===== src/rtl/pipe_ctrl_pkg.sv =====
// Shared types and constants for the pipeline sequencing controller.
// Optional stall statistics are enabled with PIPE_CTRL_STATS_EN.
package pipe_ctrl_pkg;

    localparam int STBITS           = 3;
    localparam int DRAIN_CYCLES_DEF = 3;
    localparam int RNBITS_DEF       = 5;
    localparam int CNTBITS_DEF      = 32;

    typedef enum logic [STBITS-1:0] {
        ST_IDLE  = 3'b000,
        ST_RUN   = 3'b001,
        ST_STEP  = 3'b010,
        ST_DRAIN = 3'b011,
        ST_DONE  = 3'b100
    } state_e;

    function automatic logic is_active(input state_e s);
        return (s == ST_RUN) || (s == ST_STEP);
    endfunction

endpackage


===== src/rtl/pipeline_ctrl_if.sv =====
// Debug, hazard and pipeline-register control bundle of pipeline_ctrl.
// The controller uses the slave modport; the core/debug side uses master.
interface pipeline_ctrl_if
    import pipe_ctrl_pkg::*;
#(
    parameter int RNBITS  = RNBITS_DEF,
    parameter int CNTBITS = CNTBITS_DEF
);

    logic               i_dbg_run;
    logic               i_dbg_step;
    logic               i_dbg_stop;
    logic               i_ID_EX_MemRead;
    logic [RNBITS-1:0]  i_ID_EX_Rt;
    logic [RNBITS-1:0]  i_IF_ID_Rs;
    logic [RNBITS-1:0]  i_IF_ID_Rt;
    logic               i_branch_taken;
    logic               i_halt_id;
    logic               o_pc_en;
    logic               o_IF_ID_en;
    logic               o_IF_ID_flush;
    logic               o_ID_EX_bubble;
    logic               o_pipe_en;
    logic [STBITS-1:0]  o_state;
    logic               o_done;
    logic [CNTBITS-1:0] o_cycle_cnt;
    logic [CNTBITS-1:0] o_stall_cnt;

    modport master (
        output i_dbg_run, i_dbg_step, i_dbg_stop,
        output i_ID_EX_MemRead, i_ID_EX_Rt,
        output i_IF_ID_Rs, i_IF_ID_Rt,
        output i_branch_taken, i_halt_id,
        input  o_pc_en, o_IF_ID_en, o_IF_ID_flush,
        input  o_ID_EX_bubble, o_pipe_en, o_state,
        input  o_done, o_cycle_cnt, o_stall_cnt
    );

    modport slave (
        input  i_dbg_run, i_dbg_step, i_dbg_stop,
        input  i_ID_EX_MemRead, i_ID_EX_Rt,
        input  i_IF_ID_Rs, i_IF_ID_Rt,
        input  i_branch_taken, i_halt_id,
        output o_pc_en, o_IF_ID_en, o_IF_ID_flush,
        output o_ID_EX_bubble, o_pipe_en, o_state,
        output o_done, o_cycle_cnt, o_stall_cnt
    );

endinterface


===== src/rtl/id_hazard_detect.sv =====
// Load-use comparator: load in EX whose destination feeds the ID instruction.
module id_hazard_detect #(
    parameter int RNBITS = 5
) (
    input  logic              mem_read_i,
    input  logic [RNBITS-1:0] ex_rt_i,
    input  logic [RNBITS-1:0] id_rs_i,
    input  logic [RNBITS-1:0] id_rt_i,
    output logic              load_use_o
);

    assign load_use_o = mem_read_i
                     && (ex_rt_i != '0)
                     && ((ex_rt_i == id_rs_i) || (ex_rt_i == id_rt_i));

endmodule


===== src/rtl/pipeline_ctrl.sv =====
// Execution-mode FSM plus stall/flush strobe generation for the 5-stage core.
// Define PIPE_CTRL_STATS_EN to build the saturating load-use stall counter.
module pipeline_ctrl
    import pipe_ctrl_pkg::*;
#(
    parameter int RNBITS       = RNBITS_DEF,
    parameter int CNTBITS      = CNTBITS_DEF,
    parameter int DRAIN_CYCLES = DRAIN_CYCLES_DEF
) (
    input  logic          i_clk,
    input  logic          i_reset_n,
    pipeline_ctrl_if.slave bus
);

    localparam int DCW = (DRAIN_CYCLES > 1) ? $clog2(DRAIN_CYCLES) : 1;

    state_e             state_q, state_d;
    logic [DCW-1:0]     drain_q, drain_d;
    logic [CNTBITS-1:0] cycle_q;
    logic               load_use;
    logic               active;
    logic               halt_go;
    logic               pc_en, ifid_en, flush, bubble, pipe_en;

    id_hazard_detect #(.RNBITS(RNBITS)) u_hazard (
        .mem_read_i (bus.i_ID_EX_MemRead),
        .ex_rt_i    (bus.i_ID_EX_Rt),
        .id_rs_i    (bus.i_IF_ID_Rs),
        .id_rt_i    (bus.i_IF_ID_Rt),
        .load_use_o (load_use)
    );

    assign active  = is_active(state_q);
    // A stalled HALT is not yet committed; it is seen again next active cycle.
    assign halt_go = bus.i_halt_id && !load_use;

    always_comb begin
        state_d = state_q;
        drain_d = drain_q;
        pc_en   = 1'b0;
        ifid_en = 1'b0;
        flush   = 1'b0;
        bubble  = 1'b0;
        pipe_en = 1'b0;
        if (active) begin
            pipe_en = 1'b1;
            if (load_use) begin
                bubble = 1'b1;
            end else begin
                pc_en   = 1'b1;
                ifid_en = 1'b1;
                flush   = bus.i_branch_taken;
            end
        end
        unique case (state_q)
            ST_IDLE: begin
                if (bus.i_dbg_run)       state_d = ST_RUN;
                else if (bus.i_dbg_step) state_d = ST_STEP;
            end
            ST_RUN: begin
                if (halt_go) begin
                    state_d = ST_DRAIN;
                    drain_d = DCW'(DRAIN_CYCLES - 1);
                end else if (bus.i_dbg_stop) begin
                    state_d = ST_IDLE;
                end
            end
            ST_STEP: begin
                if (halt_go) begin
                    state_d = ST_DRAIN;
                    drain_d = DCW'(DRAIN_CYCLES - 1);
                end else begin
                    state_d = ST_IDLE;
                end
            end
            ST_DRAIN: begin
                pipe_en = 1'b1;
                bubble  = 1'b1;
                if (drain_q == '0) state_d = ST_DONE;
                else               drain_d = drain_q - DCW'(1);
            end
            ST_DONE: ;
            default: state_d = ST_IDLE;
        endcase
    end

    always_ff @(posedge i_clk or negedge i_reset_n) begin
        if (!i_reset_n) begin
            state_q <= ST_IDLE;
            drain_q <= '0;
            cycle_q <= '0;
        end else begin
            state_q <= state_d;
            drain_q <= drain_d;
            if (pipe_en && !(&cycle_q)) cycle_q <= cycle_q + CNTBITS'(1);
        end
    end

`ifdef PIPE_CTRL_STATS_EN
    logic [CNTBITS-1:0] stall_q;

    always_ff @(posedge i_clk or negedge i_reset_n) begin
        if (!i_reset_n) begin
            stall_q <= '0;
        end else if (active && load_use && !(&stall_q)) begin
            stall_q <= stall_q + CNTBITS'(1);
        end
    end

    assign bus.o_stall_cnt = stall_q;
`else
    assign bus.o_stall_cnt = '0;
`endif

    assign bus.o_pc_en        = pc_en;
    assign bus.o_IF_ID_en     = ifid_en;
    assign bus.o_IF_ID_flush  = flush;
    assign bus.o_ID_EX_bubble = bubble;
    assign bus.o_pipe_en      = pipe_en;
    assign bus.o_state        = state_q;
    assign bus.o_done         = (state_q == ST_DONE);
    assign bus.o_cycle_cnt    = cycle_q;

endmodule


===== src/flat_wrapper.sv =====
// flat-port wrapper written by rule: the top's interface ports become plain ports
module pipeline_ctrl_flat import pipe_ctrl_pkg::*;
#(
    parameter int RNBITS       = RNBITS_DEF,
    parameter int CNTBITS      = CNTBITS_DEF,
    parameter int DRAIN_CYCLES = DRAIN_CYCLES_DEF
)
  (i_clk, i_reset_n, bus_i_dbg_run, bus_i_dbg_step, bus_i_dbg_stop, bus_i_ID_EX_MemRead, bus_i_ID_EX_Rt, bus_i_IF_ID_Rs, bus_i_IF_ID_Rt, bus_i_branch_taken, bus_i_halt_id, bus_o_pc_en, bus_o_IF_ID_en, bus_o_IF_ID_flush, bus_o_ID_EX_bubble, bus_o_pipe_en, bus_o_state, bus_o_done, bus_o_cycle_cnt, bus_o_stall_cnt);
  pipeline_ctrl_if #(.RNBITS(RNBITS), .CNTBITS(CNTBITS)) bus_i ();
  input  logic i_clk;
  input  logic i_reset_n;
  input wire logic [$bits(bus_i.i_dbg_run)-1:0] bus_i_dbg_run;
  input wire logic [$bits(bus_i.i_dbg_step)-1:0] bus_i_dbg_step;
  input wire logic [$bits(bus_i.i_dbg_stop)-1:0] bus_i_dbg_stop;
  input wire logic [$bits(bus_i.i_ID_EX_MemRead)-1:0] bus_i_ID_EX_MemRead;
  input wire logic [$bits(bus_i.i_ID_EX_Rt)-1:0] bus_i_ID_EX_Rt;
  input wire logic [$bits(bus_i.i_IF_ID_Rs)-1:0] bus_i_IF_ID_Rs;
  input wire logic [$bits(bus_i.i_IF_ID_Rt)-1:0] bus_i_IF_ID_Rt;
  input wire logic [$bits(bus_i.i_branch_taken)-1:0] bus_i_branch_taken;
  input wire logic [$bits(bus_i.i_halt_id)-1:0] bus_i_halt_id;
  output wire logic [$bits(bus_i.o_pc_en)-1:0] bus_o_pc_en;
  output wire logic [$bits(bus_i.o_IF_ID_en)-1:0] bus_o_IF_ID_en;
  output wire logic [$bits(bus_i.o_IF_ID_flush)-1:0] bus_o_IF_ID_flush;
  output wire logic [$bits(bus_i.o_ID_EX_bubble)-1:0] bus_o_ID_EX_bubble;
  output wire logic [$bits(bus_i.o_pipe_en)-1:0] bus_o_pipe_en;
  output wire logic [$bits(bus_i.o_state)-1:0] bus_o_state;
  output wire logic [$bits(bus_i.o_done)-1:0] bus_o_done;
  output wire logic [$bits(bus_i.o_cycle_cnt)-1:0] bus_o_cycle_cnt;
  output wire logic [$bits(bus_i.o_stall_cnt)-1:0] bus_o_stall_cnt;
  assign bus_i.i_dbg_run = bus_i_dbg_run;
  assign bus_i.i_dbg_step = bus_i_dbg_step;
  assign bus_i.i_dbg_stop = bus_i_dbg_stop;
  assign bus_i.i_ID_EX_MemRead = bus_i_ID_EX_MemRead;
  assign bus_i.i_ID_EX_Rt = bus_i_ID_EX_Rt;
  assign bus_i.i_IF_ID_Rs = bus_i_IF_ID_Rs;
  assign bus_i.i_IF_ID_Rt = bus_i_IF_ID_Rt;
  assign bus_i.i_branch_taken = bus_i_branch_taken;
  assign bus_i.i_halt_id = bus_i_halt_id;
  assign bus_o_pc_en = bus_i.o_pc_en;
  assign bus_o_IF_ID_en = bus_i.o_IF_ID_en;
  assign bus_o_IF_ID_flush = bus_i.o_IF_ID_flush;
  assign bus_o_ID_EX_bubble = bus_i.o_ID_EX_bubble;
  assign bus_o_pipe_en = bus_i.o_pipe_en;
  assign bus_o_state = bus_i.o_state;
  assign bus_o_done = bus_i.o_done;
  assign bus_o_cycle_cnt = bus_i.o_cycle_cnt;
  assign bus_o_stall_cnt = bus_i.o_stall_cnt;
  pipeline_ctrl #(.RNBITS(RNBITS), .CNTBITS(CNTBITS), .DRAIN_CYCLES(DRAIN_CYCLES)) u_core (.i_clk(i_clk), .i_reset_n(i_reset_n), .bus(bus_i));
endmodule

===== config.mk =====
export PLATFORM = sky130hd
export DESIGN_NAME = pipeline_ctrl_flat
export DESIGN_NICKNAME = d
export VERILOG_FILES = /design/src/rtl/pipe_ctrl_pkg.sv /design/src/rtl/pipeline_ctrl_if.sv /design/src/rtl/id_hazard_detect.sv /design/src/rtl/pipeline_ctrl.sv /design/src/flat_wrapper.sv
export SDC_FILE = /design/constraint.sdc
export NUM_CORES = 1
export LEC_CHECK = 0
export ABC_AREA = 1
export BUFFER_PORTS_ARGS = -buffer_cell sky130_fd_sc_hd__buf_4
export CAP_MARGIN = 20
export CORE_MARGIN = 5
export CORE_UTILIZATION = 54
export DETAILED_ROUTE_END_ITERATION = 10
export GPL_TIMING_DRIVEN = 0
export PLACE_DENSITY_LB_ADDON = 0.05
export SKIP_CTS_REPAIR_TIMING = 1
export SLEW_MARGIN = 20
export SYNTH_ARGS = -nofsm -noshare
export SYNTH_HDL_FRONTEND = slang
export SYNTH_SLANG_ARGS = --single-unit

===== constraint.sdc =====
create_clock -name i_clk -period 3.2 [get_ports i_clk]
set_clock_uncertainty 0.1 [all_clocks]
set_input_delay 0.32 -clock i_clk [delete_from_list [all_inputs] [get_ports i_clk]]
set_output_delay 0.32 -clock i_clk [all_outputs]
set_load 0.01 [all_outputs]

==> summary.txt, run 1 <==
Final layout
  – Ant. Diodes: 0
  – Final instance area: between 3000 and 4000 sq um
  – Area grow syn2layout: 28.4%
  – Fillers: 415
  – Fin util: between 70 and 80%
  – Fin nets: 520
  – Post-Layout Cell Count: 563
  – Share of cells above drive strength 1: roughly 25%

Critical path
  – Crit path top cell by count: inv_1
  – Top delay family on crit path: simple AND/OR/NAND/NOR gates
  – Worst path depth: 5
  – Setup crit start: u_core.bus.o_state[0]
  – CP Class: reg -> out
  – Buf+Inv Stages, Crit Path: 3
  – CP required: 2780 ps
  – Reg-to-Reg Start: u_core.bus.o_cycle_cnt[0]
  – Reg2reg path depth: 8
  – Critical path, cell by cell: inv_1 > nor3_1 > inv_1 > o31ai_1 > buf_4
  – FF-to-FF End: u_core.bus.o_cycle_cnt[28]
  – Crit-path max cell delay: ~440 ps
  – Crit-path max FO: 5
  – Worst Setup End Kind: primary output
  – Setup crit end: bus_o_ID_EX_bubble
  – Reg2reg setup slack: around 1200 ps
  – Crit-path slowest cell: nor3_1
  – Worst endpoint data arrival time: between 1500 and 2000 ps
  – Startpoint types: flip-flop

Global route
  – Total GRT Usage: between 20% and 30%
  – Initial antenna violation count: 0
  – First-pass GRT wire length: ~11 mm
  – Total gr overflow: 0
  – Largest net degree at the start of global routing: 38
  – Vias in the first global route: 2458

Die
  – Initial Util: 56.6%
  – Top Ports: 96
  – Placement Rows: 25
  – Die Height: 80.8 microns
  – Core area: 4790 sq um
  – DIE WIDTH: 80.8 microns
  – Total Die Area: approximately 6500 sq um

Route
  – DR DRC count: 0
  – Vias per inst: ~4.6
  – DRT iter0 DRCs: ~130
  – DRT antenna net count: 0
  – WL per Instance: ~11 microns
  – Via Count: 2569
  – Drt first pass iters: 4
  – DRT Wirelength: 6.24 mm

STA
  – Unrepaired setup endpoints after global routing: false
  – Final TNS setup: 0 ps
  – Fin. Hold Viols: 0
  – Fin. max-slew vios: 0
  – Final worst slack: 1190 ps
  – Worst-case hold slack: roughly 220 ps
  – Post-layout min period: around 2000 ps
  – Worst Max-Slew Pin Slew: about 500 ps
  – Final setup fails: 0
  – Max Fclk: 497 MHz
  – Period utilization: between 60% and 70%
  – Rel. slew slack: around two thirds

Place
  – Dpl cell area: about 3400 sq um
  – Final RePlAce weighted congestion: between 0.9 and 1
  – Dpl hpwl: just over 5 mm
  – Placed insts: roughly 550
  – Placement Setup Slack: 1290 ps
  – IO Port Bufs: 63

Yosys
  – Sequential area share after synthesis: 34.2%
  – Cells after synthesis: a little under 400
  – Top cell type's share of synthesized area: 34.2%
  – Mapped Area: around 2700 sq um
  – Avg Inst Size Synth: 6.90 sq um
  – Synth unique cells: 26
  – Synth Register Bits: 37
  – Dominant cells by area after synthesis: dfrtp_1 34%, nand2_1 18%, buf_4 9.1%, inv_1 7.5%, nor2_1 6.6%
  – Ys Warns: 0
  – Cell taking the most area after synthesis: dfrtp_1

Min path
  – Worst Hold Class: in -> reg
  – WHS Path Cells: 5

Clock tree
  – Clk root buf: clkbuf_8
  – Clock Tree Buf Depth: 2
  – CTS tree: done
  – CTS buffer count: 5
  – Clk Latency, worst-skew pair: a little under 300 ps
  – Clock sinks: 37
  – CTS H-tree depth: 2
  – Clk slew on worst S/H paths: 70 ps

Pwr
  – Overall power: 1.86 mW
  – P_leak: around 1.9 nW
  – VDD IR max: between 400 and 500 uV
  – Pwr dens: 535 nW/um^2

Status
  – Run status: completed

Run
  – Max-capacitance violation count: 0
synthesized netlist by cell type:
cell	count
nor2_4	1
nand3_2	1
inv_6	1
o21ai_1	1
nand4_1	4
nand2_1	127
buf_6	2
and3_1	2
inv_2	1
buf_4	33
nand2_4	1
a21oi_1	2
inv_1	54
ha_1	2
xor2_1	16
buf_8	1
xnor2_1	10
o31ai_1	1
nor2_1	48
o21ai_0	6
nand3_1	15
nor3_2	4
o21ai_2	6
nor3_1	16
dfrtp_1	37
conb_1	1
worst min-delay path by stage:
stage                       start                         to  slack, ps
floorplan               i_reset_n  u_core.bus.o_cycle_cnt[0]        -80
global placement        i_reset_n  u_core.bus.o_cycle_cnt[0]        200
detailed placement      i_reset_n  u_core.bus.o_cycle_cnt[0]        210
CTS                     i_reset_n  u_core.bus.o_cycle_cnt[0]       -110
global route        bus_i_dbg_run      u_core.bus.o_state[0]        240
finish              bus_i_dbg_run      u_core.bus.o_state[0]        220
registers in the layout, indices dropped and copies added, names as in the netlist:
name	count
u_core.bus.o_cycle_cnt	32
u_core.bus.o_state	3
u_core.drain_q	2
placed cells by master (no fill, tap or decap), drive strengths merged, types with 2 or more instances in the layout:
master	instances
nand2	128
buf	99
inv	56
nor2	49
dfrtp	37
conb	32
nor3	20
xor2	16
nand3	16
o21ai	13
xnor2	10
clkbuf	5
nand4	4
and3	2
a21oi	2
ha	2
clkinv	2
cells by family after synthesis:
logic type | synth area share (%)
adder cells (fa/ha/maj) | 0.923
AND/OR/NAND/NOR | 34.0
flip-flops | 34.2
buffers and inverters | 18.5
other | 0.138
XOR/XNOR | 8.40
AO/OA/AOI/OAI | 3.88
metal layers:
layer / global-route usage, % / vias to the layer above / part of all wire [%]
met4: 9.63 / 0 / 2.6
met2: 35.1 / 77 / 49
met1: 25.4 / 1135 / 42
li1: - / 1343 / -
met3: 4.43 / 14 / 6.3
met5: 0 / - / 0
where the power goes:
part	internal (mW)	switching (mW)
clock network	0.150	0.168
logic	0.388	0.540
registers	0.542	0.0747
total	1.08	0.782
worst min-delay path, stage by stage:
cell     delay, ps
buf_4           80
nand2_1         50
nand2_1         50
inv_1           30
nand2_1         50
layout make-up:
type	count	area [sq um]	share of cell area (%)
multi-input cells	295	1400	40.2
flip-flops and latches	37	926	26.6
repair buffers	64	483	13.9
plain buffers	36	285	8.20
inverters	56	215	6.18
well taps	67	83.8	2.41
clock buffers	5	68.8	1.98
clock inverters	3	17.5	0.503
(Power assumes the default switching activity.)
==> run 2, diff against run 1 <==
--- a/config.mk
+++ b/config.mk
@@ -9,7 +9,7 @@
 export BUFFER_PORTS_ARGS = -buffer_cell sky130_fd_sc_hd__buf_4
 export CAP_MARGIN = 20
 export CORE_MARGIN = 5
-export CORE_UTILIZATION = 54
+export CORE_UTILIZATION = 46
 export DETAILED_ROUTE_END_ITERATION = 10
 export GPL_TIMING_DRIVEN = 0
 export PLACE_DENSITY_LB_ADDON = 0.05
==> constraint.sdc (replaced) <==
create_clock -name i_clk -period 1.8 [get_ports i_clk]
set_clock_uncertainty 0.1 [all_clocks]
set_input_delay 0.18 -clock i_clk [delete_from_list [all_inputs] [get_ports i_clk]]
set_output_delay 0.18 -clock i_clk [all_outputs]
set_load 0.01 [all_outputs]
==> summary.txt, run 2 (synthesis gave the netlist of run 1 again) <==
Critical path
  – Reg2reg setup slack: -40 ps
  – Crit-path max cell delay: between 300 and 400 ps
  – Critical path, cell by cell: ha_2 > nand2_4 > nor2_4 > nand2_2 > nor2_2 > nand2_1 > nand2_4 > buf_8 > nor2_2 > xor2_1
  – CP required: 1860 ps
  – CP Class: reg -> reg
  – Startpoint types: flip-flop
  – Crit-path max FO: 10
  – Crit-path slowest cell: dfrtp_1
  – Worst Setup End Kind: flip-flop
  – Worst endpoint data arrival time: around 1900 ps

Final layout
  – Commonest non-fill, non-tap cell in the layout: nand2_1
  – Post-Layout Cell Count: approximately 580
  – Area of the multi-input gates: 1520 sq um
  – Max FFs per register: 32
  – Total area of sequential cells: around 930 sq um
  – Fin nets: 528
  – Ant. Diodes: 0
  – Most frequent cells in the layout: 116 x nand2_1, 104 x buf_4, 54 x inv_1, 42 x nor2_1, 36 x dfrtp_1
  – Fillers: about 550
  – Area grow syn2layout: 36.9%
  – Share of cells above drive strength 1: 30.4%

STA
  – Final worst slack: -39.0 ps
  – Unrepaired setup endpoints after global routing: true
  – Final setup fails: 13
  – Final TNS setup: -201 ps
  – Max Fclk: approximately 540 MHz
  – Fin. max-slew vios: 0
  – Post-layout min period: 1840 ps
  – Period utilization: 102%
  – Fin. Hold Viols: 0

Clock tree
  – Clock Tree Buf Depth: 2
  – CTS buffer count: 5
  – Clk root buf: clkbuf_8
  – Clk Latency, worst-skew pair: 290 ps
  – CTS H-tree depth: 2
  – Clk slew on worst S/H paths: roughly 80 ps
  – CTS tree: done
  – Clock sinks: 37

Die
  – Initial Util: a little under half
  – Placement Rows: 28
  – Die Height: slightly below 90 microns
  – DIE WIDTH: around 87 microns
  – Top Ports: 96
  – Core area: a little under 6000 sq um
  – Total Die Area: roughly 7500 sq um

Route
  – DR DRC count: 0
  – Vias per inst: 4.49
  – DRT iter0 DRCs: 99
  – WL per Instance: ~11 microns
  – DRT Wirelength: between 6 and 7 mm
  – Via Count: 2601
  – DRT antenna net count: 0
  – Drt first pass iters: 4

Pwr
  – VDD IR max: a little under 800 uV
  – P_leak: 1.97 nW
  – Overall power: roughly 3.8 mW
  – Pwr dens: 1030 nW/um^2

Run
  – Max-capacitance violation count: 0

Global route
  – Largest net degree at the start of global routing: 38
  – Total gr overflow: 0
  – Vias in the first global route: roughly 2400
  – Total GRT Usage: ~17%
  – Initial antenna violation count: 0
  – First-pass GRT wire length: 10.4 mm

Min path
  – Worst Hold Class: in -> reg

Place
  – Placement Setup Slack: -80.4 ps
  – Placed insts: 562
  – Dpl hpwl: around 5.0 mm
  – Final RePlAce weighted congestion: roughly 0.90
  – IO Port Bufs: between 60 and 70

Status
  – Run status: finished with violations
  – Failing checks: negative setup slack
-- run 2: cell count changes in the layout (fill, tap and decap cells not counted), moves of 4 or more --
cell and change:
buf_4 +8, nand2_1 -11, nand2_2 +9, nor2_1 -6, nor2_2 +4, nor3_1 -4, nor3_4 +4
-- run 2: routing by layer --
layer  track usage [%]  part of all wire, %
met2              29.8                   49
met3              4.37                  8.1
met5                 0                    0
met4              4.67                  1.3
met1              21.1                   41
-- run 2: worst paths after layout --
path | start | end | cells after the start
worst max-delay path | u_core.bus.o_cycle_cnt[1] | u_core.bus.o_cycle_cnt[10] | 10
worst min-delay path | bus_i_dbg_run | u_core.bus.o_state[0] | 5
worst max register to register | u_core.bus.o_cycle_cnt[1] | u_core.bus.o_cycle_cnt[10] | 10
worst min register to register | u_core.drain_q[0] | u_core.drain_q[0] | 2
max in group asynchronous | i_reset_n | u_core.bus.o_state[2] | 2
min in group asynchronous | i_reset_n | u_core.bus.o_cycle_cnt[0] | 2
-- run 2: cell type report --
| type | instances | share of cell area, % |
|---|---|---|
| timing repair buffer | 72 | 14.6 |
| inverter | 56 | 5.87 |
| sequential | 37 | 25.0 |
| buffer | 36 | 8.02 |
| tap | 75 | 2.53 |
| multi-input combinational | 295 | 40.8 |
| clock inverter | 1 | 0.809 |
| clock buffer | 7 | 2.33 |
-- run 2: where the power goes --
part	total [mW]	internal (mW)	switching (mW)	leakage, nW
logic	1.95	0.863	1.09	1.41
registers	1.10	0.965	0.138	0.497
clock network	0.750	0.452	0.298	0.0585
total	3.81	2.28	1.53	1.97
-- run 2: critical path, delay by kind of cell (launching register included) --
kind,cells,cell delay (ps)
XOR/XNOR,1,140
AND/OR/NAND/NOR,7,710
buffers and inverters,1,170
flip-flops,1,380
adder cells (fa/ha/maj),1,220
-- run 2: per-stage QoR --
step	area (sq um)	util [%]	hold slack [ps]
finish	3710	63.8	87.0
floorplan	2830	-	-216
global route	3710	63.8	127
detailed placement	3390	58.3	74.4
global placement	3390	58.3	73.0
CTS	3510	60.3	-237
